[src/rtl/rv_decoder_if.sv]
// Fetch-to-decoder bundle: instruction slot and flow control in, decoded slot out.
interface rv_decoder_if #(
  parameter int ADDR = 32,
  parameter int DATA = 32,
  parameter int INST = 32
);
  logic [ADDR-1:0] inst_pc;
  logic [INST-1:0] inst;
  logic            inst_e_;
  logic            stall;
  logic            is_full;
  logic            dec_e_out_;
  logic [5:0]      rs1_out;
  logic [5:0]      rs2_out;
  logic [5:0]      rd_out;
  logic            invalid_out;
  logic [DATA:0]   imm_data_out;
  logic [2:0]      unit_out;
  logic [3:0]      command_out;

  modport master (
    output inst_pc, inst, inst_e_, stall, is_full,
    input  dec_e_out_, rs1_out, rs2_out, rd_out, invalid_out,
           imm_data_out, unit_out, command_out
  );

  modport slave (
    input  inst_pc, inst, inst_e_, stall, is_full,
    output dec_e_out_, rs1_out, rs2_out, rd_out, invalid_out,
           imm_data_out, unit_out, command_out
  );
endinterface

[src/rtl/rv_decoder.sv]
// Single-stage registered RV32I decoder; define RV_M_EXT_EN to also decode the
// M extension (MUL/DIV) instead of treating funct7=0000001 as illegal.
module rv_decoder #(
  parameter int ADDR = 32,
  parameter int DATA = 32,
  parameter int INST = 32
) (
  input  logic         clk,
  input  logic         reset,
  rv_decoder_if.slave  bus
);
  typedef enum logic [2:0] {
    U_ALU = 3'd0, U_BR = 3'd1, U_MEM = 3'd2, U_MUL = 3'd3,
    U_DIV = 3'd4, U_CSR = 3'd5, U_NONE = 3'd7
  } unit_e;

  localparam logic [6:0] OPC_LUI   = 7'b0110111;
  localparam logic [6:0] OPC_AUIPC = 7'b0010111;
  localparam logic [6:0] OPC_JAL   = 7'b1101111;
  localparam logic [6:0] OPC_JALR  = 7'b1100111;
  localparam logic [6:0] OPC_BR    = 7'b1100011;
  localparam logic [6:0] OPC_LOAD  = 7'b0000011;
  localparam logic [6:0] OPC_STORE = 7'b0100011;
  localparam logic [6:0] OPC_IMM   = 7'b0010011;
  localparam logic [6:0] OPC_OP    = 7'b0110011;
  localparam logic [6:0] OPC_FENCE = 7'b0001111;
  localparam logic [6:0] OPC_SYS   = 7'b1110011;

  logic [6:0] opc, f7;
  logic [2:0] f3;
  logic [4:0] a_rd, a_rs2, a_rs1;
  logic signed [31:0] imm_i, imm_s, imm_b, imm_u, imm_j;

  assign opc   = bus.inst[6:0];
  assign a_rd  = bus.inst[11:7];
  assign f3    = bus.inst[14:12];
  assign a_rs1 = bus.inst[19:15];
  assign a_rs2 = bus.inst[24:20];
  assign f7    = bus.inst[31:25];
  assign imm_i = {{20{bus.inst[31]}}, bus.inst[31:20]};
  assign imm_s = {{20{bus.inst[31]}}, bus.inst[31:25], bus.inst[11:7]};
  assign imm_b = {{19{bus.inst[31]}}, bus.inst[31], bus.inst[7], bus.inst[30:25], bus.inst[11:8], 1'b0};
  assign imm_u = {bus.inst[31:12], 12'b0};
  assign imm_j = {{11{bus.inst[31]}}, bus.inst[31], bus.inst[19:12], bus.inst[20], bus.inst[30:21], 1'b0};

  logic            rs1_v, rs2_v, rd_w, imm_v, illegal;
  logic [4:0]      rs1_a;
  logic [DATA-1:0] imm_val;
  unit_e           unit;
  logic [3:0]      cmd;

  always_comb begin
    rs1_v   = 1'b0;
    rs2_v   = 1'b0;
    rd_w    = 1'b0;
    imm_v   = 1'b0;
    illegal = 1'b0;
    rs1_a   = a_rs1;
    imm_val = '0;
    unit    = U_NONE;
    cmd     = 4'd0;
    // The opcode match includes inst[1:0]=11, so compressed encodings fall to default.
    case (opc)
      OPC_OP: begin
        rs1_v = 1'b1; rs2_v = 1'b1; rd_w = 1'b1;
        unit  = U_ALU; cmd = {1'b0, f3};
        if (f7 == 7'b0100000 && (f3 == 3'b000 || f3 == 3'b101)) cmd[3] = 1'b1;
`ifdef RV_M_EXT_EN
        else if (f7 == 7'b0000001) unit = f3[2] ? U_DIV : U_MUL;
`endif
        else if (f7 != 7'b0000000) illegal = 1'b1;
      end
      OPC_IMM: begin
        rs1_v = 1'b1; rd_w = 1'b1; imm_v = 1'b1;
        unit  = U_ALU; cmd = {1'b0, f3};
        imm_val = DATA'(imm_i);
        if (f3 == 3'b001 || f3 == 3'b101) begin
          imm_val = DATA'(a_rs2);
          if (f3 == 3'b101 && f7 == 7'b0100000) cmd[3] = 1'b1;
          else if (f7 != 7'b0000000) illegal = 1'b1;
        end
      end
      OPC_LUI, OPC_AUIPC: begin
        rs1_v = 1'b1; rs1_a = 5'd0; rd_w = 1'b1; imm_v = 1'b1;
        unit  = U_ALU;
        imm_val = (opc == OPC_LUI) ? DATA'(imm_u) : DATA'(bus.inst_pc) + DATA'(imm_u);
      end
      OPC_JAL: begin
        rd_w = 1'b1; imm_v = 1'b1; unit = U_BR; imm_val = DATA'(imm_j);
      end
      OPC_JALR: begin
        rs1_v = 1'b1; rd_w = 1'b1; imm_v = 1'b1; unit = U_BR; cmd = 4'b0001;
        imm_val = DATA'(imm_i);
        illegal = (f3 != 3'b000);
      end
      OPC_BR: begin
        rs1_v = 1'b1; rs2_v = 1'b1; imm_v = 1'b1; unit = U_BR; cmd = {1'b1, f3};
        imm_val = DATA'(imm_b);
        illegal = (f3 == 3'b010 || f3 == 3'b011);
      end
      OPC_LOAD: begin
        rs1_v = 1'b1; rd_w = 1'b1; imm_v = 1'b1; unit = U_MEM; cmd = {1'b0, f3};
        imm_val = DATA'(imm_i);
        illegal = (f3 == 3'b011 || f3 == 3'b110 || f3 == 3'b111);
      end
      OPC_STORE: begin
        rs1_v = 1'b1; rs2_v = 1'b1; imm_v = 1'b1; unit = U_MEM; cmd = {1'b1, f3};
        imm_val = DATA'(imm_s);
        illegal = f3[2] || (f3 == 3'b011);
      end
      OPC_FENCE: begin
        unit = U_MEM; cmd = 4'b1111;
      end
      OPC_SYS: begin
        unit = U_CSR;
        if (f3 == 3'b000) begin
          if (bus.inst[31:20] == 12'd0)      cmd = 4'b1000;
          else if (bus.inst[31:20] == 12'd1) cmd = 4'b1001;
          else                               illegal = 1'b1;
        end else begin
          // For the immediate CSR forms the rs1 field carries zimm, not a register.
          rs1_v = ~f3[2]; rd_w = 1'b1; imm_v = 1'b1; cmd = {1'b0, f3};
          imm_val = DATA'({a_rs1, bus.inst[31:20]});
          illegal = (f3 == 3'b100);
        end
      end
      default: illegal = 1'b1;
    endcase
  end

  logic            dec_e_d, dec_e_q, invalid_d, invalid_q;
  logic [5:0]      rs1_d, rs1_q, rs2_d, rs2_q, rd_d, rd_q;
  logic [DATA:0]   imm_d, imm_q;
  logic [2:0]      unit_d, unit_q;
  logic [3:0]      cmd_d, cmd_q;
  logic            advance;

  assign advance = !bus.stall && !bus.is_full;

  always_comb begin
    dec_e_d   = dec_e_q;
    invalid_d = invalid_q;
    rs1_d     = rs1_q;
    rs2_d     = rs2_q;
    rd_d      = rd_q;
    imm_d     = imm_q;
    unit_d    = unit_q;
    cmd_d     = cmd_q;
    if (advance) begin
      dec_e_d   = bus.inst_e_;
      invalid_d = illegal && !bus.inst_e_;
      if (illegal) begin
        rs1_d  = '0;
        rs2_d  = '0;
        rd_d   = '0;
        imm_d  = '0;
        unit_d = U_NONE;
        cmd_d  = 4'd0;
      end else begin
        rs1_d  = rs1_v ? {1'b1, rs1_a} : 6'd0;
        rs2_d  = rs2_v ? {1'b1, a_rs2} : 6'd0;
        rd_d   = (rd_w && a_rd != 5'd0) ? {1'b1, a_rd} : 6'd0;
        imm_d  = imm_v ? {1'b1, imm_val} : '0;
        unit_d = unit;
        cmd_d  = cmd;
      end
    end
  end

  always_ff @(posedge clk or posedge reset) begin
    if (reset) begin
      dec_e_q   <= 1'b1;
      invalid_q <= 1'b0;
      rs1_q     <= '0;
      rs2_q     <= '0;
      rd_q      <= '0;
      imm_q     <= '0;
      unit_q    <= U_NONE;
      cmd_q     <= 4'd0;
    end else begin
      dec_e_q   <= dec_e_d;
      invalid_q <= invalid_d;
      rs1_q     <= rs1_d;
      rs2_q     <= rs2_d;
      rd_q      <= rd_d;
      imm_q     <= imm_d;
      unit_q    <= unit_d;
      cmd_q     <= cmd_d;
    end
  end

  assign bus.dec_e_out_   = dec_e_q;
  assign bus.invalid_out  = invalid_q;
  assign bus.rs1_out      = rs1_q;
  assign bus.rs2_out      = rs2_q;
  assign bus.rd_out       = rd_q;
  assign bus.imm_data_out = imm_q;
  assign bus.unit_out     = unit_q;
  assign bus.command_out  = cmd_q;
endmodule

[src/flat_wrapper.sv]
// flat-port wrapper written by rule: the top's interface ports become plain ports
module rv_decoder_flat 
#(
  parameter int ADDR = 32,
  parameter int DATA = 32,
  parameter int INST = 32
)
  (clk, reset, bus_inst_pc, bus_inst, bus_inst_e_, bus_stall, bus_is_full, bus_dec_e_out_, bus_rs1_out, bus_rs2_out, bus_rd_out, bus_invalid_out, bus_imm_data_out, bus_unit_out, bus_command_out);
  rv_decoder_if #(.ADDR(ADDR), .DATA(DATA), .INST(INST)) bus_i ();
  input  logic clk;
  input  logic reset;
  input wire logic [$bits(bus_i.inst_pc)-1:0] bus_inst_pc;
  input wire logic [$bits(bus_i.inst)-1:0] bus_inst;
  input wire logic [$bits(bus_i.inst_e_)-1:0] bus_inst_e_;
  input wire logic [$bits(bus_i.stall)-1:0] bus_stall;
  input wire logic [$bits(bus_i.is_full)-1:0] bus_is_full;
  output wire logic [$bits(bus_i.dec_e_out_)-1:0] bus_dec_e_out_;
  output wire logic [$bits(bus_i.rs1_out)-1:0] bus_rs1_out;
  output wire logic [$bits(bus_i.rs2_out)-1:0] bus_rs2_out;
  output wire logic [$bits(bus_i.rd_out)-1:0] bus_rd_out;
  output wire logic [$bits(bus_i.invalid_out)-1:0] bus_invalid_out;
  output wire logic [$bits(bus_i.imm_data_out)-1:0] bus_imm_data_out;
  output wire logic [$bits(bus_i.unit_out)-1:0] bus_unit_out;
  output wire logic [$bits(bus_i.command_out)-1:0] bus_command_out;
  assign bus_i.inst_pc = bus_inst_pc;
  assign bus_i.inst = bus_inst;
  assign bus_i.inst_e_ = bus_inst_e_;
  assign bus_i.stall = bus_stall;
  assign bus_i.is_full = bus_is_full;
  assign bus_dec_e_out_ = bus_i.dec_e_out_;
  assign bus_rs1_out = bus_i.rs1_out;
  assign bus_rs2_out = bus_i.rs2_out;
  assign bus_rd_out = bus_i.rd_out;
  assign bus_invalid_out = bus_i.invalid_out;
  assign bus_imm_data_out = bus_i.imm_data_out;
  assign bus_unit_out = bus_i.unit_out;
  assign bus_command_out = bus_i.command_out;
  rv_decoder #(.ADDR(ADDR), .DATA(DATA), .INST(INST)) u_core (.clk(clk), .reset(reset), .bus(bus_i));
endmodule
[config.mk]
export PLATFORM = sky130hd
export DESIGN_NAME = rv_decoder_flat
export DESIGN_NICKNAME = d
export VERILOG_FILES = /design/src/rtl/rv_decoder_if.sv /design/src/rtl/rv_decoder.sv /design/src/flat_wrapper.sv
export SDC_FILE = /design/constraint.sdc
export NUM_CORES = 1
export LEC_CHECK = 0
export ABC_AREA = 1
export CAP_MARGIN = 5
export CORE_ASPECT_RATIO = 1.4
export CORE_MARGIN = 5
export CORE_UTILIZATION = 54
export DETAILED_ROUTE_END_ITERATION = 6
export GPL_ROUTABILITY_DRIVEN = 0
export HOLD_SLACK_MARGIN = 0.1
export PLACE_DENSITY = 0.91
export SKIP_LAST_GASP = 1
export SYNTH_ARGS = -nofsm -noshare
export SYNTH_HDL_FRONTEND = slang
export SYNTH_SLANG_ARGS = --single-unit
export TNS_END_PERCENT = 30
[constraint.sdc]
create_clock -name clk -period 2.81 [get_ports clk]
set_input_delay 0.4215 -clock clk [delete_from_list [all_inputs] [get_ports clk]]
set_output_delay 0.4215 -clock clk [all_outputs]
set_load 0.05 [all_outputs]
== Yosys cells after proc, flatten, opt, wreduce, memory -nomap -nowiden ==
Cells that the tools add are included.

* Register bits: 60
* Latch bits: 0
* Bits in writable memories: 0
* Bits in read-only memories: 0
* Input bits: 69
* Memories: 0

* $add $sub $neg: 1
* $mul: 0
* Div/mod/pow operators: 0
* Order comparisons: 0
* Eq/ne operators: 20
* Shifts and indexed selects: 0
* Multiplexer cells: 37
* Bitwise gates (word level): 1
* Reductions and logical operators: 30

{| class="wikitable"
|+ Operators by type and width
! operator !! count
|-
| case mux 32 bit (7 select lines) || 1
|-
| 2-to-1 mux 33 bit || 2
|-
| 2-to-1 mux 32 bit || 2
|-
| 2-to-1 mux 6 bit || 6
|-
| adder 32 bit || 1
|-
| equality test 7 x 6 -> 1 bit, second input constant || 4
|-
| equality test 7 bit, second input constant || 4
|-
| case mux 4 bit (7 select lines) || 1
|-
| 2-to-1 mux 17 bit || 1
|-
| 2-to-1 mux 4 bit || 4
|-
| OR reduction 8 bit || 2
|-
| equality test 7 x 5 -> 1 bit, second input constant || 2
|-
| 2-to-1 mux 1 bit || 13
|-
| equality test 12 x 1 -> 1 bit, second input constant || 1
|-
| equality test 3 bit, second input constant || 4
|-
| logical NOT 12 bit || 1
|-
| case mux 3 bit (4 select lines) || 1
|-
| OR reduction 3 bit || 3
|-
| case mux 1 bit (8 select lines) || 1
|-
| OR reduction 4 bit || 2
|-
| equality test 7 x 2 -> 1 bit, second input constant || 1
|-
| equality test 7 x 4 -> 1 bit, second input constant || 1
|-
| nonzero test 7 bit || 1
|-
| OR reduction 7 bit || 1
|-
| 13 further kinds || 29
|}

== Logic depth before layout (Yosys ltp) ==
* Depth in word-level cells: 6
* Gate-level depth with buffers: 17
* Gate-level depth less buffers: 17

== Worst setup path after synthesis ==
OpenSTA, ideal clock, no wires.

* Kind: in2reg
* Start point: input port bus_inst[12]
* End point: register u_core.imm_q[26] (netlist: u_core.bus.imm_data_out[26])
* Library setup time: 0.118 ns
* Arrival time: 1.913 ns
* Required time: 2.692 ns
* Slack: 0.779 ns
* Cell stages on the path: 17
* Buffers on the path: 0
* Cells stage by stage: ha_1 inv_1 fa_1 inv_1 nand3_1 nand3_1 nand2_1 nand2_1 nand2_1 nand2_1 nand2_1 nand2_1 nand2_1 nand2_1 nand2_1 nand2_1 nand2_1

* Word-level cells in the longest chain between the ends: 6

{| class="wikitable"
|+ Ends and longest elaborated chain
! item !! line !! source
|-
| start: declaration || flat_wrapper.sv:13 || <nowiki>input wire logic [$bits(bus_i.inst)-1:0] bus_inst;</nowiki>
|-
| parallel branches: the longest is 5 deep, another holds adder 32 bit || - ||
|-
| 2-to-1 mux 33 bit (*) || rv_decoder.sv:152 || <nowiki>if (illegal) begin</nowiki>
|-
| end signal: assignment || rv_decoder.sv:186 || <nowiki>imm_q <= imm_d;</nowiki>
|-
| end: declaration || rv_decoder.sv:133 || <nowiki>logic [DATA:0] imm_d, imm_q;</nowiki>
|}

Mark *: on every way between the ends.
A chain may end at the register's enable or synchronous reset.

== Final worst setup path ==
* Start point: input port bus_inst[18]
* End point: register u_core.imm_q[27] (netlist: u_core.bus.imm_data_out[27])

* Word-level cells in the longest chain between the ends: 5

{| class="wikitable"
|+ Ends and longest elaborated chain
! item !! line !! source
|-
| adder 32 bit || rv_decoder.sv:86 || <nowiki>imm_val = (opc == OPC_LUI) ? DATA'(imm_u) : DATA'(bus.inst_pc) + DATA'(imm_u);</nowiki>
|-
| 2-to-1 mux 32 bit || rv_decoder.sv:86 ||
|-
| case mux 32 bit (7 select lines) || rv_decoder.sv:63 || <nowiki>case (opc)</nowiki>
|-
| 2-to-1 mux 33 bit || rv_decoder.sv:163 || <nowiki>imm_d = imm_v ? {1'b1, imm_val} : '0;</nowiki>
|-
| 2-to-1 mux 33 bit || rv_decoder.sv:152 ||
|}

No other way between the ends.

==> flow_metrics.tcl <==
set metrics [dict create \
    fin_crit_ns 2.33 \
    nNetsFinal 1026 \
    die_y_um 122 \
    cts_resized 0 \
    fp.coreArea_um2 8930 \
    dr.pass1.iters 6 \
    dieArea_um2 11000 \
    setup_viol 0 \
    synth-edff-count 0 \
    cp-start-kind "input pin" \
    leakagePower_nw 3.63 \
    cts_buffers 9 \
    die_x_um 90.1 \
    rsz0062_at_grt "false" \
    io_pins 129 \
    diodes 0 \
    maxCapViolCount 0 \
    cts_tree "built" \
    syn_avg_cell_area_um2 6.12 \
    clock_sinks 60 \
    wl_um 16300 \
    outcome "completed" \
    clk_pin_slew_ns 0.05 \
    syn_to_final_growth_pct 36.7 \
    hold_class "input pin to async pin" \
    tns_ns 0 \
    avgViaCountPerCell 5.56 \
    synth_seq_cells 60 \
    synth_area_leaders "dfrtp_1 29%, nand2_1 27%, nand3_1 7.9%" \
    holdBufCountCts 0 \
    slew_headroom 0.619 \
    ir_worst_vdd_mv 0.586 \
    clkLatencyLatePin_ns 0.33 \
    clockRootBuffer "clkbuf_16" \
    synthesis.nets 882 \
    hold_viol 0 \
    placementRows 41 \
    fill_cells 685 \
    syn-cell-area_um2 4860 \
    grt_usage 0.296 \
    first_global_vias 5646 \
    yosysTopAreaCell "dfrtp_1" \
    clockBufferDepth 2 \
    cpMostUsedCell "nand2_1" \
    worstMarginPinSlew_ns 0.569 \
    ys_async_sr_fraction 1.00 \
    period_share 0.828 \
    h-tree-depth 3 \
    power_density_nw_per_um2 373 \
    drv_slew 0 \
    crit_chain "clkdlybuf4s50_1 -> ha_1 -> nand2_1 -> nor2_1 -> nand2_1 -> nand3_1 -> nand2_1 -> nand3_1 -> nand3_1 -> nand2_1 -> nand2_1 -> nand2_1 -> nand2_1" \
    grt-ovfl-total 0 \
    drt_iter0_drc 537 \
    arrival_ns 2.54 \
    grt_pass1_wl_um 26600 \
    drive_above_1_share 0.0690 \
    antenna_left 0 \
    design_area_um2 6640 \
    antenna_found_initial 0 \
    dpl.cell_count 1033 \
    setup.worst_path.class "input pin to flop" \
    final_common_cell "nand2_1" \
    routedWlPerCell_um 15.5 \
    slowest_delay_ns 0.53 \
    drc 0 \
    yosysUniqueCellTypes 39 \
    synthCells 793 \
    grt_max_degree 46 \
    slowest_stage "clkdlybuf4s50_1" \
    synth_top_flop_cell "dfrtp_1" \
    stdcell_count 1049 \
    synth_top_cell_area_share 0.289 \
    yosysSeqAreaShare 0.310 \
    postCtsSetupBuffers 0 \
    utilization 0.744 \
    start_util 0.544 \
    placed_area_um2 6360 \
    mostFrequentLayoutCells "344 x nand2_1, 128 x clkdlybuf4s50_1, 90 x inv_1, 77 x nand3_1, 64 x nor2_1" \
    cp.required_ns 3.02 \
    endpoint_kind "flop" \
    port-buffer-count 128 \
    dpl.hpwl_um 12800 \
    yosys_warnings 0 \
    timing.fmax_ghz 0.430 \
    critPathMaxFanout 5 \
    via_count 5831 \
    fin_worst_skew_ns 0 \
]
-- cells in the mapped netlist (2+ instances only) --
cell,n
clkbuf_1,12
dfstp_2,4
nor2_4,2
o21bai_1,2
ha_1,19
nor3_2,2
buf_6,3
nor2_2,6
nor3_1,6
a21oi_1,30
inv_1,91
xor2_1,4
nor2_1,64
buf_2,2
a21o_1,2
o211ai_1,7
nand4_1,12
o21ai_0,20
inv_2,6
nand3_1,77
o2111ai_1,3
a22oi_1,2
nand2_2,3
dfrtp_1,56
nand2_1,344
-- final timing paths --
kind / from / end / slack [ns] / cells after the start
max reg2reg: u_core.bus.unit_out[0] / u_core.bus.unit_out[0] / 1.96 / 2
min in group clk: u_core.bus.imm_data_out[2] / u_core.bus.imm_data_out[2] / 0.47 / 2
min: reset / u_core.bus.imm_data_out[3] / 0.38 / 2
min reg2reg: u_core.bus.imm_data_out[2] / u_core.bus.imm_data_out[2] / 0.47 / 2
max in group asynchronous: reset / u_core.bus.unit_out[2] / 1.74 / 3
max: bus_inst[18] / u_core.bus.imm_data_out[27] / 0.48 / 13
-- cells by family after synthesis --
logic type / count (synthesis) / synth area share
adder cells (fa/ha/maj): 20 / 0.0531
AND/OR/NAND/NOR: 523 / 0.450
flip-flops: 60 / 0.310
XOR/XNOR: 4 / 0.00721
buffers and inverters: 116 / 0.0956
AO/OA/AOI/OAI: 70 / 0.0835
-- power breakdown --
part / switching [mW] / internal [mW] / leakage [nW] / total [mW]
sequential: 0.00290 / 0.872 / 0.823 / 0.875
combinational: 0.353 / 0.233 / 2.68 / 0.586
clock: 0.397 / 0.621 / 0.132 / 1.02
total: 0.752 / 1.73 / 3.63 / 2.48
-- worst max-delay path, delay by kind of cell --
family        cells  cell delay [ns]
fa+ha+maj         1             0.43
buf+inv           1             0.53
simple gates     11             1.15
-- flip-flops by register name, summed over array words and instances (netlist names) --
signal / flops
u_core.bus.imm_data_out: 33
u_core.bus.rd_out: 6
u_core.bus.rs1_out: 6
u_core.bus.rs2_out: 6
u_core.bus.command_out: 4
u_core.bus.unit_out: 3
u_core.bus.dec_e_out_: 1
u_core.bus.invalid_out: 1
-- stage by stage --
step                power, mW  hold WS [ns]  setup WS (ns)
detailed placement       1.46         0.464          0.194
floorplan                1.23         0.531          0.779
finish                   2.48         0.380          0.482
global route             2.59         0.410          0.216
global placement         1.46         0.461          0.239
CTS                      2.48         0.394          0.510
-- per-layer routing --
metal | wire (µm) | global-route usage
met4 | 964 | 0.169
met1 | 5800 | 0.334
met2 | 7940 | 0.520
met3 | 1560 | 0.0593
met5 | 0 | 0
-- final cells by class --
class | count | area, µm² | share of cell area
clock buffer | 11 | 243 | 0.0366
clock inverter | 5 | 37.5 | 0.00565
sequential | 60 | 1510 | 0.227
tap | 107 | 134 | 0.0202
timing repair buffer | 151 | 1470 | 0.221
inverter | 98 | 368 | 0.0554
multi-input combinational | 617 | 2890 | 0.435
(Power assumes the default switching activity.)
